==> config.mk <==
export PLATFORM = sky130hd
export DESIGN_NAME = sram_like_arbiter
export DESIGN_NICKNAME = d
export VERILOG_FILES = /design/src/rtl/sram_like_arbiter_pkg.sv /design/src/rtl/sram_like_arbiter_id_fifo.sv /design/src/rtl/sram_like_arbiter.sv
export SDC_FILE = /design/constraint.sdc
export NUM_CORES = 1
export LEC_CHECK = 0
export ABC_AREA = 1
export CAP_MARGIN = 20
export CORE_AREA = 2 2 85 87
export DETAILED_ROUTE_END_ITERATION = 16
export DIE_AREA = 0 0 87 89
export MAX_ROUTING_LAYER = met4
export PLACE_DENSITY_LB_ADDON = 0.2
export SLEW_MARGIN = 20
export SYNTH_ARGS = -nofsm -noshare
export SYNTH_HDL_FRONTEND = slang
export SYNTH_SLANG_ARGS = --single-unit
export TNS_END_PERCENT = 50
==> constraint.sdc <==
create_clock -name clk -period 2.4 [get_ports clk]
set_input_delay 0.6 -clock clk [delete_from_list [all_inputs] [get_ports clk]]
set_output_delay 0.6 -clock clk [all_outputs]
set_load 0.03 [all_outputs]
==> src/rtl/sram_like_arbiter_pkg.sv <==
// Shared definitions for the SRAM-like port arbiter: requester ids,
// the forwarded request-field bundle and the grant-lock states.
package sram_like_arbiter_pkg;

  localparam logic ARB_ID_INST = 1'b0;
  localparam logic ARB_ID_DATA = 1'b1;

  // wr + size + wstrb + addr + wdata
  localparam int ARB_MEM_REQ_WD = 71;

  typedef struct packed {
    logic        wr;
    logic [1:0]  size;
    logic [3:0]  wstrb;
    logic [31:0] addr;
    logic [31:0] wdata;
  } mem_req_t;

  // A pending (not yet accepted) request pins the grant to its owner.
  typedef enum logic [1:0] {
    LK_NONE = 2'd0,
    LK_INST = 2'd1,
    LK_DATA = 2'd2
  } lock_state_e;

  function automatic lock_state_e lock_of(input logic id);
    return (id == ARB_ID_DATA) ? LK_DATA : LK_INST;
  endfunction

endpackage

==> src/rtl/sram_like_arbiter_id_fifo.sv <==
// Owner FIFO: remembers which requester issued each accepted transaction
// so in-order mem_data_ok responses can be routed back. 1 bit wide,
// OUTSTANDING deep (power of two, so pointers wrap naturally).
module sram_like_arbiter_id_fifo #(
  parameter int OUTSTANDING = 4,
  parameter int ID_FIFO_AW  = 2
) (
  input  logic clk,
  input  logic reset,
  input  logic push,
  input  logic push_id,
  input  logic pop,
  output logic full,
  output logic empty,
  output logic head
);

  logic [OUTSTANDING-1:0] ids;
  logic [ID_FIFO_AW-1:0]  wptr;
  logic [ID_FIFO_AW-1:0]  rptr;
  logic [ID_FIFO_AW:0]    count;
  logic                   push_ok;
  logic                   pop_ok;

  assign full    = (count == (ID_FIFO_AW+1)'(OUTSTANDING));
  assign empty   = (count == '0);
  assign head    = ids[rptr];
  assign push_ok = push & ~full;
  assign pop_ok  = pop & ~empty;

  // Id storage; contents are don't-care until pushed, so no reset.
  always_ff @(posedge clk) begin
    if (push_ok) ids[wptr] <= push_id;
  end

  // Pointer and occupancy bookkeeping; simultaneous push/pop keeps count.
  always_ff @(posedge clk) begin
    if (reset) begin
      wptr  <= '0;
      rptr  <= '0;
      count <= '0;
    end else begin
      if (push_ok) wptr <= wptr + 1'b1;
      if (pop_ok)  rptr <= rptr + 1'b1;
      case ({push_ok, pop_ok})
        2'b10:   count <= count + 1'b1;
        2'b01:   count <= count - 1'b1;
        default: count <= count;
      endcase
    end
  end

endmodule

==> src/rtl/sram_like_arbiter.sv <==
// Arbitrates the single SRAM-like memory port between instruction fetch
// and the data path, locks a grant until accepted, and routes in-order
// responses back through an owner FIFO.
// Optional macro SRAM_ARB_RR_EN: round-robin on ties instead of fixed
// data priority.
module sram_like_arbiter
  import sram_like_arbiter_pkg::*;
#(
  parameter int OUTSTANDING = 4,
  parameter int ID_FIFO_AW  = 2
) (
  input  logic        clk,
  input  logic        reset,
  input  logic        inst_req,
  input  logic [31:0] inst_addr,
  output logic        inst_addr_ok,
  output logic        inst_data_ok,
  input  logic        data_req,
  input  logic        data_wr,
  input  logic [1:0]  data_size,
  input  logic [3:0]  data_wstrb,
  input  logic [31:0] data_addr,
  input  logic [31:0] data_wdata,
  output logic        data_addr_ok,
  output logic        data_data_ok,
  output logic        mem_req,
  output logic        mem_wr,
  output logic [1:0]  mem_size,
  output logic [3:0]  mem_wstrb,
  output logic [31:0] mem_addr,
  output logic [31:0] mem_wdata,
  input  logic        mem_addr_ok,
  input  logic        mem_data_ok,
  input  logic [31:0] mem_rdata
);

  lock_state_e lock_state;
  lock_state_e lock_next;
  logic        owner;
  logic        pick;
  logic        req_sel;
  logic        accept;
  logic        full;
  logic        empty;
  logic        head;
  mem_req_t    inst_fields;
  mem_req_t    data_fields;
  logic [ARB_MEM_REQ_WD-1:0] req_bus;

  // Read data goes straight to the requesters; the arbiter never looks at it.
  logic unused_rdata;
  assign unused_rdata = ^mem_rdata;

`ifdef SRAM_ARB_RR_EN
  logic last_grant;

  // Remember who was accepted last so the other side wins the next tie.
  always_ff @(posedge clk) begin
    if (reset)       last_grant <= ARB_ID_INST;
    else if (accept) last_grant <= owner;
  end

  // Unlocked choice: alternate on ties, otherwise whoever is asking.
  always_comb begin
    pick = data_req ? ARB_ID_DATA : ARB_ID_INST;
    if (data_req && inst_req)
      pick = (last_grant == ARB_ID_INST) ? ARB_ID_DATA : ARB_ID_INST;
  end
`else
  // Unlocked choice: data is older in program order, so it always wins.
  always_comb begin
    pick = data_req ? ARB_ID_DATA : ARB_ID_INST;
  end
`endif

  // Lock state register.
  always_ff @(posedge clk) begin
    if (reset) lock_state <= LK_NONE;
    else       lock_state <= lock_next;
  end

  // Grant, handshake outputs and lock transitions.
  always_comb begin
    lock_next    = lock_state;
    owner        = pick;
    case (lock_state)
      LK_INST: owner = ARB_ID_INST;
      LK_DATA: owner = ARB_ID_DATA;
      default: owner = pick;
    endcase
    req_sel      = (owner == ARB_ID_DATA) ? data_req : inst_req;
    // Full gate uses pre-pop occupancy; a same-cycle pop frees a slot next cycle.
    mem_req      = req_sel & ~full & ~reset;
    accept       = mem_req & mem_addr_ok;
    inst_addr_ok = accept & (owner == ARB_ID_INST);
    data_addr_ok = accept & (owner == ARB_ID_DATA);
    if (accept)
      lock_next = LK_NONE;
    else if (mem_req)
      lock_next = lock_of(owner);
    else if (!req_sel)
      // An abandoned lock would starve the other requester forever.
      lock_next = LK_NONE;
  end

  assign inst_fields = '{wr: 1'b0, size: 2'd2, wstrb: 4'b0000,
                         addr: inst_addr, wdata: 32'h0};
  assign data_fields = '{wr: data_wr, size: data_size, wstrb: data_wstrb,
                         addr: data_addr, wdata: data_wdata};
  assign req_bus     = (owner == ARB_ID_DATA) ? data_fields : inst_fields;
  assign {mem_wr, mem_size, mem_wstrb, mem_addr, mem_wdata} = req_bus;

  // Responses are in order, so the FIFO head names the requester.
  assign inst_data_ok = mem_data_ok & ~reset & ~empty & (head == ARB_ID_INST);
  assign data_data_ok = mem_data_ok & ~reset & ~empty & (head == ARB_ID_DATA);

  sram_like_arbiter_id_fifo #(
    .OUTSTANDING (OUTSTANDING),
    .ID_FIFO_AW  (ID_FIFO_AW)
  ) u_fifo (
    .clk     (clk),
    .reset   (reset),
    .push    (accept),
    .push_id (owner),
    .pop     (mem_data_ok & ~reset),
    .full    (full),
    .empty   (empty),
    .head    (head)
  );

`ifndef SYNTHESIS
  // Protocol monitors.
  always_ff @(posedge clk) begin
    if (!reset && lock_state != LK_NONE && !req_sel)
      $error("sram_like_arbiter: locked requester dropped its request");
    if (!reset && mem_data_ok && empty)
      $warning("sram_like_arbiter: mem_data_ok with nothing outstanding, ignored");
  end
`endif

endmodule

# After elaboration in Yosys (flattened, before gate mapping)
# Cells that the tools add are included.
# totals
reg_bits,13
in_bits,141
out_inout_bits,76
wordCells,50
# classes
add_sub_neg,4
n_lt_le_gt_ge,3
eq_ne,6
n_mux,13
bitwise,15
reduce_logical,4
# ops
cell,n
two-way mux 71 bit,1
bitwise AND 1 bit,10
"less-than comparator 2 x 3 -> 1 bit, second input constant",2
two-way mux 2 bit,3
one-hot mux 3 bit (2 select lines),1
NOT 1 bit,5
"adder 2 x 1 -> 2 bit, second input constant",2
bitwise mux 4 bit,1
"== test 2 x 1 -> 1 bit, second input constant",2
"== test 2 bit, second input constant",2
two-way mux 1 bit,4
"adder 3 x 1 -> 3 bit, second input constant",1
"== test 3 bit, second input constant",1
logical NOT 3 bit,1
"subtractor 3 x 1 -> 3 bit, second input constant",1
binary-select mux 1 bit (select 2 bit),1
demux 1 bit (select 2 bit),1
">= comparator 2 x 1 -> 1 bit, second input constant",1
"!= test 2 bit, second input constant",1
one-hot mux 1 bit (2 select lines),1
nonzero test 2 bit,1
OR reduction 2 bit,1
logical AND 1 bit,1

# Longest topological paths before layout
# logic_depth
word_depth,9
depth_mapped,15
depth_no_buf,15

# By module
# A second synthesis with hierarchy kept.
# hier_totals
hier_cells,300
area_unflattened_um2,1535.2
# modules_own_cells
mod,n_inst,cells_each,area_each_um2,seq_area_each_um2
sram_like_arbiter,1,224,938.4,40.0
sram_like_arbiter_id_fifo,1,76,596.8,260.2

# Worst setup path after synthesis
# Ideal clock, no wire load.
# synth_timing
kind,register -> output
startpoint,register lock_state[0]
endpoint,output port data_addr_ok
t_arrival_ps,1557
required_time_ps,1800
path_slack_ps,243
stages_incl_launch_ff,9
n_path_buf,1
cell_sequence,dfxtp_1 > inv_1 > ha_1 > inv_1 > nand2_2 > nand2_2 > inv_2 > buf_4 > nor2_1
# synth_between
elab_chain_len,7
elab_cells_between_ends,8
classes_between,eq/ne (2); mux (2); bitwise (4)
# synth_rtl
element,line,source
"start, declared",sram_like_arbiter.sv:37,lock_state_e lock_state;
"start signal, assigned",sram_like_arbiter.sv:79,else lock_state <= lock_next;
== test 2 bit or == test 2 x 1 -> 1 bit (tied branches),sram_like_arbiter.sv:86,case (lock_state)
one-hot mux 1 bit (2 select lines) *,sram_like_arbiter.sv:86,
two-way mux 1 bit,sram_like_arbiter.sv:91,req_sel = (owner == ARB_ID_DATA) ? data_req : inst_req;
bitwise AND 1 bit (2 in series),sram_like_arbiter.sv:93,mem_req = req_sel & ~full & ~reset;
bitwise AND 1 bit,sram_like_arbiter.sv:94,accept = mem_req & mem_addr_ok;
bitwise AND 1 bit *,sram_like_arbiter.sv:96,data_addr_ok = accept & (owner == ARB_ID_DATA);
"end, declared",sram_like_arbiter.sv:24,"output logic data_addr_ok,"
# Mark *: on every way between the ends. The rest lies on a longest branch, timed or not.

# Final worst setup path
# layout_timing
startpoint,input port reset
endpoint,output port inst_data_ok
# layout_between
elab_chain_len,4
# layout_rtl
element,line,source
"start, declared",sram_like_arbiter.sv:13,"input logic reset,"
NOT 1 bit,sram_like_arbiter.sv:114,assign inst_data_ok = mem_data_ok & ~reset & ~empty & (head == ARB_ID_INST);
bitwise AND 1 bit (3 in series),sram_like_arbiter.sv:114,
"end, declared",sram_like_arbiter.sv:17,"output logic inst_data_ok,"
# No other way between the ends.

==> results by group <==
Status
  – Status: completed

Job
  – Max Cap Violations: 0

Global route
  – Gr usage total: 16.8%
  – Total gr overflow: 0
  – Global-route wire length before repair: 9720 um
  – Vias in the first global route: 2085
  – Largest net degree at the start of global routing: 22
  – Initial antenna violation count: 0

Critical path
  – Flop2flop setup slack: 0.22 ns
  – Critical path required time: 1.80 ns
  – Endpoint type of the worst setup path: output port
  – Arrival time at the worst endpoint: 1.74 ns
  – WS Path Type: input pin to output port
  – CP most frequent cell: buf_4
  – CP Launch Type: input pin
  – Buf/Inv on CP: 4
  – CP top delay family: buffers and inverters
  – Worst path max stage delay: 0.47 ns
  – Slowest cell on crit path: clkdlybuf4s50_1
  – Reg2reg start: lock_state[1]$_SDFFE_PP0P_
  – Critical-path maximum fanout: 5
  – R2r endpoint: u_fifo.count[2]$_SDFFE_PP0P_
  – Cell depth of the worst flop-to-flop path: 11
  – Worst path cell trace: clkdlybuf4s50_1, inv_2, nand3_2, buf_4, a21oi_1, buf_4

Place
  – PortBufs: 184
  – Placer Congestion: 0.772
  – Hpwl dp: 5430 um
  – Pre-CTS WS: -0.199 ns
  – Post-Place Cell Area: 3390 um2
  – DP Cell Count: 558

Synthesis
  – Sequential cell area fraction in the yosys report: 20.1%
  – Distinct cells, synth: 21
  – YS warnings: 0
  – Area leader, netlist: nand2_1
  – Synth area leaders: nand2_1 29%, inv_1 14%, nor2_1 13%
  – Synthesized flop and latch total: 13
  – Mapped Area: 1500 um2
  – Net Count, Synth: 434
  – Post-Syn Instances: 286
  – Top cell type's share of synthesized area: 28.6%
  – Avg Inst Size Synth: 5.23 um2

Power and ir drop
  – Peak supply drop: 0.000159 V
  – Power per Cell Area: 369 nW/um2
  – Power, Total: 1.40 mW
  – Static Leak: 1.99 nW

Die
  – Core Region: 6720 um2
  – Die Area: 7740 um2
  – Die X: 87 um
  – Initial core utilization: 22.3%
  – IO Pins: 217
  – Row Count: 30
  – Die H: 89 um

Clock tree
  – Clock-pin slew on the worst setup and hold paths: 0.05 ns
  – Clock root buffer: clkbuf_8
  – CTS tree: built
  – Clk Latency, worst-skew pair: 0.24 ns
  – CTS Buf Count: 3
  – Clock Sinks: 13
  – CTS Buffer Depth: 2
  – H-tree depth: 1

STA
  – Final worst slack: 0.0612 ns
  – Final Setup Violations: 0
  – Final cycle utilization of the critical path: 97.5%
  – Relative slew slack: 83.9%
  – Fmax: 0.428 GHz
  – Final count of hold timing violations: 0
  – Worst Clk Skew: 0.00134 ns
  – Crit path time final: 2.34 ns
  – Slew @ Worst Pin: 0.238 ns
  – Max-slew violation count: 0

Hold path
  – Worst Hold Class: register to register
  – WHS Path Cells: 1
  – Hold endpoint: u_fifo.count[0]$_SDFFE_PP0P_
  – Hold path start: u_fifo.count[0]$_SDFFE_PP0P_

Cells and area
  – Layout Utilization: 56.2%
  – # nets final: 643
  – Syn-to-layout area delta: 152%
  – Non-Filler Instances: 574
  – Most common cell after layout, fill and taps aside: nand2_1
  – Cell area after layout: 3780 um2
  – Most frequent cells in the layout: 113 x nand2_1, 107 x clkdlybuf4s50_1, 84 x buf_4
  – Share of cells above drive strength 1: 28.7%
  – Reg area: 302 um2
  – Multi-input logic area: 982 um2
  – N_diodes: 0
  – Layout fillers: 667

Route
  – DR WL/cell: 12.2 um
  – Drt via density: 4.00
  – Drt first pass iters: 4
  – DRT Wirelength: 6990 um
  – Initial drt markers: 43
  – Via count: 2297
  – Routed Antenna Nets: 0
  – Residual DRC: 0
## per-stage QoR
step / TNS (ns) / hold slack (ns)
after floorplan: 0 / 0.454
after global placement: -9.46 / 0.471
after detailed placement: -9.59 / 0.476
after CTS: 0 / 0.496
after global routing: -0.0101 / 0.526
final: 0 / 0.499
## cell type report
type                    count  area share (%)
multi-input cells         203            26.0
repair buffers            213            55.2
repair inverters            1           0.298
flip-flops and latches     13            7.99
well taps                  80            2.65
inverters                  60            6.66
clock buffers               4            1.19
## Yosys cell counts (all sizes together)
master / instances
nand2: 117
inv: 60
nor2: 53
buf: 10
dfxtp: 9
nand3: 9
a21oi: 8
ha: 6
o21ai: 6
edfxtp: 4
nand4: 2
fa: 1
or2: 1
## worst max-delay path by stage
stage / from / to / slack (ns) / cells after the start
2_1_floorplan: lock_state[0]$_SDFFE_PP0P_ / data_addr_ok / 0.24 / 8
3_3_place_gp: data_req / mem_addr[19] / -0.19 / 8
3_5_place_dp: data_req / mem_addr[1] / -0.20 / 8
4_1_cts: lock_state[0]$_SDFFE_PP0P_ / mem_addr[20] / 0.03 / 11
5_1_grt: inst_req / data_addr_ok / -0.007 / 6
6_report: reset / inst_data_ok / 0.06 / 6
## routing by layer
layer	vias to the layer above	GRT usage, %	wire, um
li1	1244	-	-
met4	0	4.69	110
met1	952	18.2	2660
met3	11	4.06	475
met2	90	30.5	3740
met5	-	-	0
## flip-flops by register name, summed over array words and instances, names as in the netlist
| name | flops |
|---|---|
| u_fifo.ids | 4 |
| lock_state | 2 |
| u_fifo.wptr | 2 |
| u_fifo.count | 3 |
| u_fifo.rptr | 2 |
## logic make-up (layout without fill, tap and decap cells)
| kind of cell | after synthesis | in the layout | synth area share (%) |
|---|---|---|---|
| fa+ha+maj | 7 | 7 | 6.35 |
| buf+inv | 70 | 278 | 19.1 |
| simple gates | 182 | 182 | 49.1 |
| flops | 13 | 13 | 20.1 |
| compound gates | 14 | 14 | 5.43 |
## what timing repair did
item	in CTS	in global routing
gates cloned	3	3
hold buffers	0	0
setup buffers	2	5
resized for setup	18	28
setup endpoints to repair	71	46
pin swaps	1	4
## report_power, final
| part | switching [mW] | internal [mW] |
|---|---|---|
| clock | 0.0787 | 0.117 |
| sequential | 0.0102 | 0.240 |
| combinational | 0.488 | 0.461 |
No activity file was read; power rests on OpenSTA's default activity.
